### config.mk
export PLATFORM = sky130hd
export DESIGN_NAME = cnt_day_month_flat
export DESIGN_NICKNAME = d
export VERILOG_FILES = /design/src/rtl/cnt_day_month_pkg.sv /design/src/rtl/cnt_day_month_if.sv /design/src/rtl/cal_month_len.sv /design/src/rtl/cnt_day_month.sv /design/src/flat_wrapper.sv
export SDC_FILE = /design/constraint.sdc
export NUM_CORES = 1
export LEC_CHECK = 0
export ABC_AREA = 1
export CAP_MARGIN = 15
export CORE_AREA = 2 2 68 70
export DETAILED_ROUTE_END_ITERATION = 12
export DIE_AREA = 0 0 70 72
export DONT_BUFFER_PORTS = 1
export GPL_TIMING_DRIVEN = 1
export SYNTH_ARGS = -nofsm -noshare
export SYNTH_HDL_FRONTEND = slang
export SYNTH_SLANG_ARGS = --single-unit
### constraint.sdc
create_clock -name CLK -period 3.1 [get_ports CLK]
set_input_delay 0.31 -clock CLK [delete_from_list [all_inputs] [get_ports CLK]]
set_output_delay 0.31 -clock CLK [all_outputs]
set_load 0.005 [all_outputs]
### src/rtl/cnt_day_month_pkg.sv
// rtl/cnt_day_month_pkg.sv - calendar constants, mode encoding and BCD/leap helpers
`timescale 1ns/1ps
package cal_pkg;

    typedef enum logic [1:0] {
        MODE_HOLD   = 2'b00,
        MODE_RUN    = 2'b01,
        MODE_SET    = 2'b10,
        MODE_HOLD_B = 2'b11
    } mode_e;

    localparam logic [7:0] JAN = 8'h01;
    localparam logic [7:0] FEB = 8'h02;
    localparam logic [7:0] MAR = 8'h03;
    localparam logic [7:0] APR = 8'h04;
    localparam logic [7:0] MAY = 8'h05;
    localparam logic [7:0] JUN = 8'h06;
    localparam logic [7:0] JUL = 8'h07;
    localparam logic [7:0] AUG = 8'h08;
    localparam logic [7:0] SEP = 8'h09;
    localparam logic [7:0] OCT = 8'h10;
    localparam logic [7:0] NOV = 8'h11;
    localparam logic [7:0] DEC = 8'h12;

    localparam logic [7:0] DAY_FIRST = 8'h01;
    localparam logic [7:0] MON_LAST  = 8'h12;
    localparam logic [7:0] DAYS_28   = 8'h28;
    localparam logic [7:0] DAYS_29   = 8'h29;
    localparam logic [7:0] DAYS_30   = 8'h30;
    localparam logic [7:0] DAYS_31   = 8'h31;

    // Year range is 000..100; 100 is never leap, 000 depends on the calendar base.
    function automatic logic is_leap(input logic [3:0] ones, input logic [3:0] tens,
                                     input logic [3:0] hund, input logic base_leap);
        logic leap;
        if (hund != 4'd0)
            leap = 1'b0;
        else if (tens == 4'd0 && ones == 4'd0)
            leap = base_leap;
        else if (tens[0] == 1'b0)
            leap = (ones == 4'd0) || (ones == 4'd4) || (ones == 4'd8);
        else
            leap = (ones == 4'd2) || (ones == 4'd6);
        return leap;
    endfunction

    function automatic logic [7:0] bcd_inc(input logic [7:0] v);
        logic [7:0] r;
        if (v[3:0] >= 4'd9)
            r = {v[7:4] + 4'd1, 4'd0};
        else
            r = {v[7:4], v[3:0] + 4'd1};
        return r;
    endfunction

    function automatic logic bcd_valid(input logic [7:0] v);
        return (v[3:0] <= 4'd9) && (v[7:4] <= 4'd9);
    endfunction

endpackage

### src/rtl/cnt_day_month_if.sv
// rtl/cnt_day_month_if.sv - control, year and date signals of the day/month counter
`timescale 1ns/1ps
interface cnt_day_month_if;
    logic       ENABLE;
    logic       CARRY_in;
    logic [1:0] SET_CURRENT_STATE;
    logic       INC_MODE;
    logic       SET_SEL;
    logic [3:0] YEAR_ONES;
    logic [3:0] YEAR_TENS;
    logic [3:0] YEAR_HUND;
    logic [3:0] DAY1;
    logic [3:0] DAY10;
    logic [3:0] MON1;
    logic [3:0] MON10;
    logic       CARRY_out;

    modport master (
        output ENABLE, CARRY_in, SET_CURRENT_STATE, INC_MODE, SET_SEL,
               YEAR_ONES, YEAR_TENS, YEAR_HUND,
        input  DAY1, DAY10, MON1, MON10, CARRY_out
    );

    modport slave (
        input  ENABLE, CARRY_in, SET_CURRENT_STATE, INC_MODE, SET_SEL,
               YEAR_ONES, YEAR_TENS, YEAR_HUND,
        output DAY1, DAY10, MON1, MON10, CARRY_out
    );
endinterface

### src/rtl/cal_month_len.sv
// rtl/cal_month_len.sv - last day of a BCD month, leap aware
`timescale 1ns/1ps
module cal_month_len
    import cal_pkg::*;
(
    input  logic [7:0] MON,
    input  logic       LEAP,
    output logic [7:0] LAST_DAY
);

    always_comb begin
        LAST_DAY = DAYS_31;
        case (MON)
            FEB:                     LAST_DAY = LEAP ? DAYS_29 : DAYS_28;
            APR, JUN, SEP, NOV:      LAST_DAY = DAYS_30;
            JAN, MAR, MAY, JUL,
            AUG, OCT, DEC:           LAST_DAY = DAYS_31;
            default:                 LAST_DAY = DAYS_31;
        endcase
    end

endmodule

### src/rtl/cnt_day_month.sv
// rtl/cnt_day_month.sv - BCD day/month calendar counter feeding the year counter
`timescale 1ns/1ps
module cnt_day_month
    import cal_pkg::*;
#(
    parameter bit BASE_LEAP = 1'b1
) (
    input  logic              CLK,
    input  logic              RESET,
    cnt_day_month_if.slave    bus
);

    logic [7:0] r_day;
    logic [7:0] r_mon;
    logic [7:0] w_day_nxt;
    logic [7:0] w_mon_nxt;
    logic [7:0] w_last_day;
    logic       w_leap;
    logic       w_run_tick;
    logic       w_set_inc;
    logic       w_day_bad;
    logic       w_mon_bad;
    mode_e      w_mode;

    assign w_mode     = mode_e'(bus.SET_CURRENT_STATE);
    assign w_leap     = is_leap(bus.YEAR_ONES, bus.YEAR_TENS, bus.YEAR_HUND, BASE_LEAP);
    assign w_run_tick = (w_mode == MODE_RUN) && bus.ENABLE && bus.CARRY_in;
    assign w_set_inc  = (w_mode == MODE_SET) && bus.INC_MODE;
    assign w_day_bad  = !bcd_valid(r_day) || (r_day == 8'h00);
    assign w_mon_bad  = !bcd_valid(r_mon) || (r_mon == 8'h00) || (r_mon > MON_LAST);

    cal_month_len u_month_len (
        .MON      (r_mon),
        .LEAP     (w_leap),
        .LAST_DAY (w_last_day)
    );

    // Recovery from corrupted digits wins; otherwise run tick, then set, then clamp.
    always_comb begin
        w_day_nxt = r_day;
        w_mon_nxt = r_mon;
        if (w_day_bad || w_mon_bad) begin
            if (w_day_bad) w_day_nxt = DAY_FIRST;
            if (w_mon_bad) w_mon_nxt = JAN;
        end else if (w_run_tick) begin
            if (r_day >= w_last_day) begin
                w_day_nxt = DAY_FIRST;
                w_mon_nxt = (r_mon == MON_LAST) ? JAN : bcd_inc(r_mon);
            end else begin
                w_day_nxt = bcd_inc(r_day);
            end
        end else if (w_set_inc) begin
            if (bus.SET_SEL)
                w_mon_nxt = (r_mon == MON_LAST) ? JAN : bcd_inc(r_mon);
            else
                w_day_nxt = (r_day >= w_last_day) ? DAY_FIRST : bcd_inc(r_day);
        end else if (r_day > w_last_day) begin
            w_day_nxt = w_last_day;
        end
    end

    always_ff @(posedge CLK or negedge RESET) begin
        if (!RESET) begin
            r_day <= DAY_FIRST;
            r_mon <= JAN;
        end else begin
            r_day <= w_day_nxt;
            r_mon <= w_mon_nxt;
        end
    end

    // Same-cycle carry so the year counter advances on the wrap edge itself.
    assign bus.CARRY_out = RESET && w_run_tick && (r_mon == DEC) && (r_day == DAYS_31);
    assign bus.DAY1      = r_day[3:0];
    assign bus.DAY10     = r_day[7:4];
    assign bus.MON1      = r_mon[3:0];
    assign bus.MON10     = r_mon[7:4];

endmodule

### src/flat_wrapper.sv
// flat-port wrapper written by rule: the top's interface ports become plain ports
module cnt_day_month_flat import cal_pkg::*;
#(
    parameter bit BASE_LEAP = 1'b1
)
  (CLK, RESET, bus_ENABLE, bus_CARRY_in, bus_SET_CURRENT_STATE, bus_INC_MODE, bus_SET_SEL, bus_YEAR_ONES, bus_YEAR_TENS, bus_YEAR_HUND, bus_DAY1, bus_DAY10, bus_MON1, bus_MON10, bus_CARRY_out);
  cnt_day_month_if bus_i ();
  input  logic CLK;
  input  logic RESET;
  input wire logic [$bits(bus_i.ENABLE)-1:0] bus_ENABLE;
  input wire logic [$bits(bus_i.CARRY_in)-1:0] bus_CARRY_in;
  input wire logic [$bits(bus_i.SET_CURRENT_STATE)-1:0] bus_SET_CURRENT_STATE;
  input wire logic [$bits(bus_i.INC_MODE)-1:0] bus_INC_MODE;
  input wire logic [$bits(bus_i.SET_SEL)-1:0] bus_SET_SEL;
  input wire logic [$bits(bus_i.YEAR_ONES)-1:0] bus_YEAR_ONES;
  input wire logic [$bits(bus_i.YEAR_TENS)-1:0] bus_YEAR_TENS;
  input wire logic [$bits(bus_i.YEAR_HUND)-1:0] bus_YEAR_HUND;
  output wire logic [$bits(bus_i.DAY1)-1:0] bus_DAY1;
  output wire logic [$bits(bus_i.DAY10)-1:0] bus_DAY10;
  output wire logic [$bits(bus_i.MON1)-1:0] bus_MON1;
  output wire logic [$bits(bus_i.MON10)-1:0] bus_MON10;
  output wire logic [$bits(bus_i.CARRY_out)-1:0] bus_CARRY_out;
  assign bus_i.ENABLE = bus_ENABLE;
  assign bus_i.CARRY_in = bus_CARRY_in;
  assign bus_i.SET_CURRENT_STATE = bus_SET_CURRENT_STATE;
  assign bus_i.INC_MODE = bus_INC_MODE;
  assign bus_i.SET_SEL = bus_SET_SEL;
  assign bus_i.YEAR_ONES = bus_YEAR_ONES;
  assign bus_i.YEAR_TENS = bus_YEAR_TENS;
  assign bus_i.YEAR_HUND = bus_YEAR_HUND;
  assign bus_DAY1 = bus_i.DAY1;
  assign bus_DAY10 = bus_i.DAY10;
  assign bus_MON1 = bus_i.MON1;
  assign bus_MON10 = bus_i.MON10;
  assign bus_CARRY_out = bus_i.CARRY_out;
  cnt_day_month #(.BASE_LEAP(BASE_LEAP)) u_core (.CLK(CLK), .RESET(RESET), .bus(bus_i));
endmodule
Word level (Yosys, flattened, before mapping) --
Cells that the tools add are included.
Word-level totals: bits in registers 16, bits in latches 0, RAM bits 0, bits in read-only memories 0, logic and storage cells 82, memories 0
Operators by class: $add $sub $neg 4, $mul 0, div/mod/pow operators 0, order comparisons 9, equality and inequality tests 17, shifts and indexed selects 0, multiplexer cells 21, bitwise gates (word level) 0, reduce and logical (&&, ||, !) cells 29
Operators with widths (number):
- $mux W8 | 16
- $add A4 B1 Y4 const B | 4
- $eq A8 B3 Y1 const B | 2
- $eq A8 B5 Y1 const B | 2
- $le A4 B4 Y1 const B | 4
- $logic_not A8 Y1 | 2
- $pmux W8 S2 | 1
- $logic_and A1 B1 Y1 | 9
- $eq A4 B3 Y1 const B | 2
- $eq A8 B2 Y1 const B | 1
- $eq A8 B4 Y1 const B | 1
- $eq A8 B6 Y1 const B | 1
- $ge A4 B4 Y1 const B | 2
- $ge A8 B8 Y1 | 1
- $gt A8 B5 Y1 const B | 1
- $gt A8 B8 Y1 | 1
- $logic_not A4 Y1 | 2
- $reduce_bool A4 Y1 | 2
- $logic_or A1 B1 Y1 | 7
- $reduce_bool A3 Y1 | 2
- $eq A4 B2 Y1 const B | 1
- $eq A4 B4 Y1 const B | 1
- $mux W1 | 4
- $ne A2 B1 Y1 const B | 2
- 8 further kinds | 9

Longest topological paths before layout --
depth in word-level cells 14, mapped depth 20

Modules after synthesis --
From an unflattened synthesis, not the netlist that was laid out.
Unflattened totals: cell total of the unflattened synthesis 250, area total of the unflattened synthesis 1759.2 um^2
By module, submodules not included:
- cnt_day_month | instances 1, cells each 213, area an instance 1591.5 um^2
- cal_month_len | instances 1, cells each 37, area an instance 167.7 um^2

Least setup slack after synthesis --
OpenSTA, ideal clock, no wires.
path type flip-flop to flip-flop, start point reg u_core.r_mon[0], end point reg u_core.r_mon[2], setup time 0.116 ns, data arrival time 2.350 ns, path slack 0.633 ns, cell stages (with the launch flop) 21, path buffers 0, path through dfstp_2 -> inv_1 -> ha_1 -> nor2_1 -> o21ai_0 -> nand2_1 -> nand2_1 -> nor2_1 -> ha_1 -> nand2_1 -> inv_1 -> nand3_1 -> nand2_1 -> nor2_4 -> nand2_2 -> nand2_2 -> nand2_1 -> nor2_4 -> nor2_2 -> nand2_1 -> nand2_1
On the way: longest elaborated chain between the ends 8, elaborated cells on any way between the ends 31, those cells by class 1 x add/sub; 4 x order compare; 8 x eq/ne; 8 x mux; 10 x reduce/logical
RTL lines:
- start, declared | RTL line cnt_day_month.sv:14 | logic [7:0] r_mon;
- start signal, assigned | RTL line cnt_day_month.sv:68 | r_mon <= w_mon_nxt;
- parallel branches: the longest is 8 deep, another holds $ge A8 B8 Y1
Parallel ways; which one is timed is not known. The select of a mux whose other input is x is not followed. A chain may end at the register's enable or synchronous reset.

Worst setup path after layout --
start point reg u_core.r_mon[0], end point reg u_core.r_mon[0]
The elaborated chain is that of the path after synthesis.

==> results.cfg <==
[outcome]
outcome = completed

[route]
wirelength_um = 4132
dr_total_vias = 1605
firstDrtPassIters = 4
ant_nets = 0
drtIter0Drc = 63
drc = 0
viasPerCell = 4.908
post_drt_wl_per_cell_um = 12.64

[placement]
port_buffers = 0
place_congestion = 0.9469
placedInstanceArea_mm2 = 0.001926
dpl.hpwl_um = 3319

[global_routing]
grt_usage = 0.1741
antenna_found_initial = 0
grt_max_degree = 17
grt_busiest_layer = met2
met1_usage = 0.2496
met2_usage = 0.2709
grt_pass1_wl_um = 7127
grt_overflow = 0
met3_usage = 0.03889
grt_pass1_vias = 1529

[cts]
worstSkewPairLatency_ns = 0.25
cts-root-buf = clkbuf_8
cts_max_path_buffers = 2
numCtsBuffers = 3
cts_tree = yes
clock-sinks = 16
cts_max_level = 1
path_clk_slew_ns = 0.07

[die]
core_area_mm2 = 0.004264
start_util = 0.4346
core.rowCount = 24
die_x_um = 70
pin_count = 37
die_h_um = 72
die_area_mm2 = 0.005040

[yosys]
synth_top_flop_cell = dfrtp_1
async_flop_share = 1.000
synth_top_area_cell = dfrtp_1
synth_enable_flop_cells = 0
synth_top_area_share = 0.1891
yosys-top-cells-count = nand2_1 (80), nor2_1 (33), inv_1 (28)
ys.warnings.count = 0
syn_inst = 269
ys_seq_elements = 16
synth_fp_nets = 307
yosysMostFrequentCell = nand2_1
synthesis.area_mm2 = 0.001853
ys_seq_area_frac = 0.2174
ys_types = 33
netlist_top_cells_area = dfrtp_1 (19%), nand2_1 (16%), ha_1 (12%)
synth.avg_cell_area_um2 = 6.889

[power_and_ir_drop]
powerDensity_mw_per_mm2 = 724.5
total_leakage_power_nw = 1.027
vdd_ir_drop_max_v = 0.0002620
switching_share = 0.5201
power.share.clock = 0.135
p_int_uw = 693.0
combPwrFrac = 0.619
p_seq_frac = 0.247
power.total_mw = 1.444
p_sw_uw = 751.1

[sta]
max_freq_mhz = 356.2
setup_tns_ns = 0
rsz0062_at_grt = no
fin_crit_ns = 2.808
finalCritPeriodShare = 0.9057
worstMarginPinSlew_ns = 0.7446
slew_violations = 0
relSlewSlack = 0.5020
skew_ns = 0.006712
setup_viol = 0
hold_viol_final = 0

[cells_and_area]
multi_input_comb_area_mm2 = 0.001297
drive_gt1_frac = 0.1782
syn2layout_area_growth_pct = 7.562
fillers = 458
diodes = 0
fin_nets = 314
regArea_um2 = 402.9
stdcell_area_mm2 = 0.001993

[hold_path]
min_path_cells = 4
hold_class = input pin to flip-flop
worstHoldStart = bus_SET_SEL

[setup_path]
worstSetupPathType = flip-flop to flip-flop
max_stage_delay_ns = 0.62
reg2reg_depth = 17
cp_data_required_time_ns = 3.30
crit_arrival_ns = 3.00
crit_path_start_kind = flip-flop
cp_common_cell = nand2_1
crit_path_end_kind = flip-flop
crit_chain = inv_1 -> ha_1 -> nand2_2 -> nor2_1 -> inv_1 -> nor2_2 -> ha_1 -> nand2_1 -> nor3_2 -> nand3_2 -> nand2_2 -> nand2_2 -> nand2_1 -> nor2_4 -> nor2_2 -> nand2_1 -> nand2_1
cp-startpoint = u_core.r_mon[0]$_DFFE_PN1P_
worstReg2RegStart = u_core.r_mon[0]$_DFFE_PN1P_
path_max_fanout = 7
crit_slowest_cell = dfstp_2

[run]
drv_cap = 0
==> worst max-delay path: cells and delay by family (launching register included) <==
family        cells  cell delay, ns
fa+ha+maj         2            0.49
buf+inv           2            0.19
flops             1            0.62
simple gates     13            1.45
==> cell usage in the layout, fill, tap and decap left out <==
master / n
ha_1: 18
nand2_4: 4
a21oi_1: 2
inv_2: 5
a21oi_4: 1
nor2_1: 32
o21ai_1: 4
inv_4: 2
nand4_1: 6
conb_1: 1
dfrtp_1: 14
clkbuf_8: 4
buf_4: 3
inv_1: 28
nor3_1: 5
nand2_1: 80
nand3_4: 2
nand3_2: 1
xnor2_1: 3
nand3b_1: 2
o21ai_0: 6
dlygate4sd3_1: 1
nand4_4: 1
o2111ai_1: 2
nor2_4: 4
nor3_2: 1
dfstp_2: 2
o211ai_1: 1
clkinv_1: 1
nand2_2: 7
a21oi_2: 2
nor2_8: 3
nor2_2: 7
xor2_1: 3
nand3_1: 17
==> final cells by class <==
| cell class | instances | area share |
|---|---|---|
| Timing Repair Buffer | 4 | 0.01632 |
| Clock buffer | 4 | 0.02762 |
| Tap cell | 52 | 0.03264 |
| Multi-Input combinational cell | 215 | 0.6510 |
| Sequential cell | 16 | 0.2021 |
| Inverter | 36 | 0.07031 |
==> power groups by stage <==
stage / Combinational [mW] / Clock, mW / Sequential (mW)
final: 0.894 / 0.194 / 0.356
after global routing: 1.02 / 0.210 / 0.372
after CTS: 0.904 / 0.199 / 0.358
after detailed placement: 0.891 / 0 / 0.362
after global placement: 0.881 / 0 / 0.360
after floorplan: 0.728 / 0 / 0.338
==> registers in the layout (all words and copies together) (netlist names) <==
signal,flops
u_core.r_mon,8
u_core.r_day,8
==> repair_timing <==
action,CTS,global route
hold endpoints to repair,16,0
hold buffers,1,0
gates resized for setup,0,2
setup endpoints to repair,0,3
setup buffers,0,0
==> metal layers <==
| metal | wire length (um) | share of wire | up-vias |
|---|---|---|---|
| met5 | 0 | 0 | - |
| met4 | 14 | 0.0034 | 0 |
| met3 | 231 | 0.056 | 2 |
| met2 | 1825 | 0.44 | 43 |
| met1 | 2061 | 0.50 | 695 |
| li1 | - | - | 865 |
==> metrics by stage <==
stage	util	hold slack (ns)	setup WS, ns	cells
finish	0.4674	0.4115	0.2923	327
CTS	0.4668	0.4166	0.2430	327
global route	0.4674	0.4265	0.02279	327
global placement	0.4516	0.01477	0.2605	322
detailed placement	0.4516	0.01487	0.2705	322
floorplan	-	0.01441	0.6334	269
==> cell families (layout without fill, tap and decap cells) <==
| family | count (synthesis) | after routing | synth area share |
|---|---|---|---|
| compound gates | 18 | 18 | 0.06415 |
| xor+xnor | 6 | 6 | 0.02836 |
| fa+ha+maj | 18 | 18 | 0.1215 |
| buf+inv | 38 | 44 | 0.08372 |
| flops | 16 | 16 | 0.2174 |
| other cells | 1 | 1 | 0.002024 |
| simple gates | 172 | 172 | 0.4828 |
==> worst paths after layout <==
kind | endpoint | slack (ns)
setup / recovery | u_core.r_mon[0]$_DFFE_PN1P_ | 0.29
hold / removal | u_core.r_mon[6]$_DFFE_PN0P_ | 0.41
setup reg to reg | u_core.r_mon[0]$_DFFE_PN1P_ | 0.29
hold reg to reg | u_core.r_mon[0]$_DFFE_PN1P_ | 0.54
max in group asynchronous | u_core.r_mon[6]$_DFFE_PN0P_ | 2.07
min in group asynchronous | u_core.r_day[5]$_DFFE_PN0P_ | 0.56
Note: power is estimated with default switching activity, not from simulation.
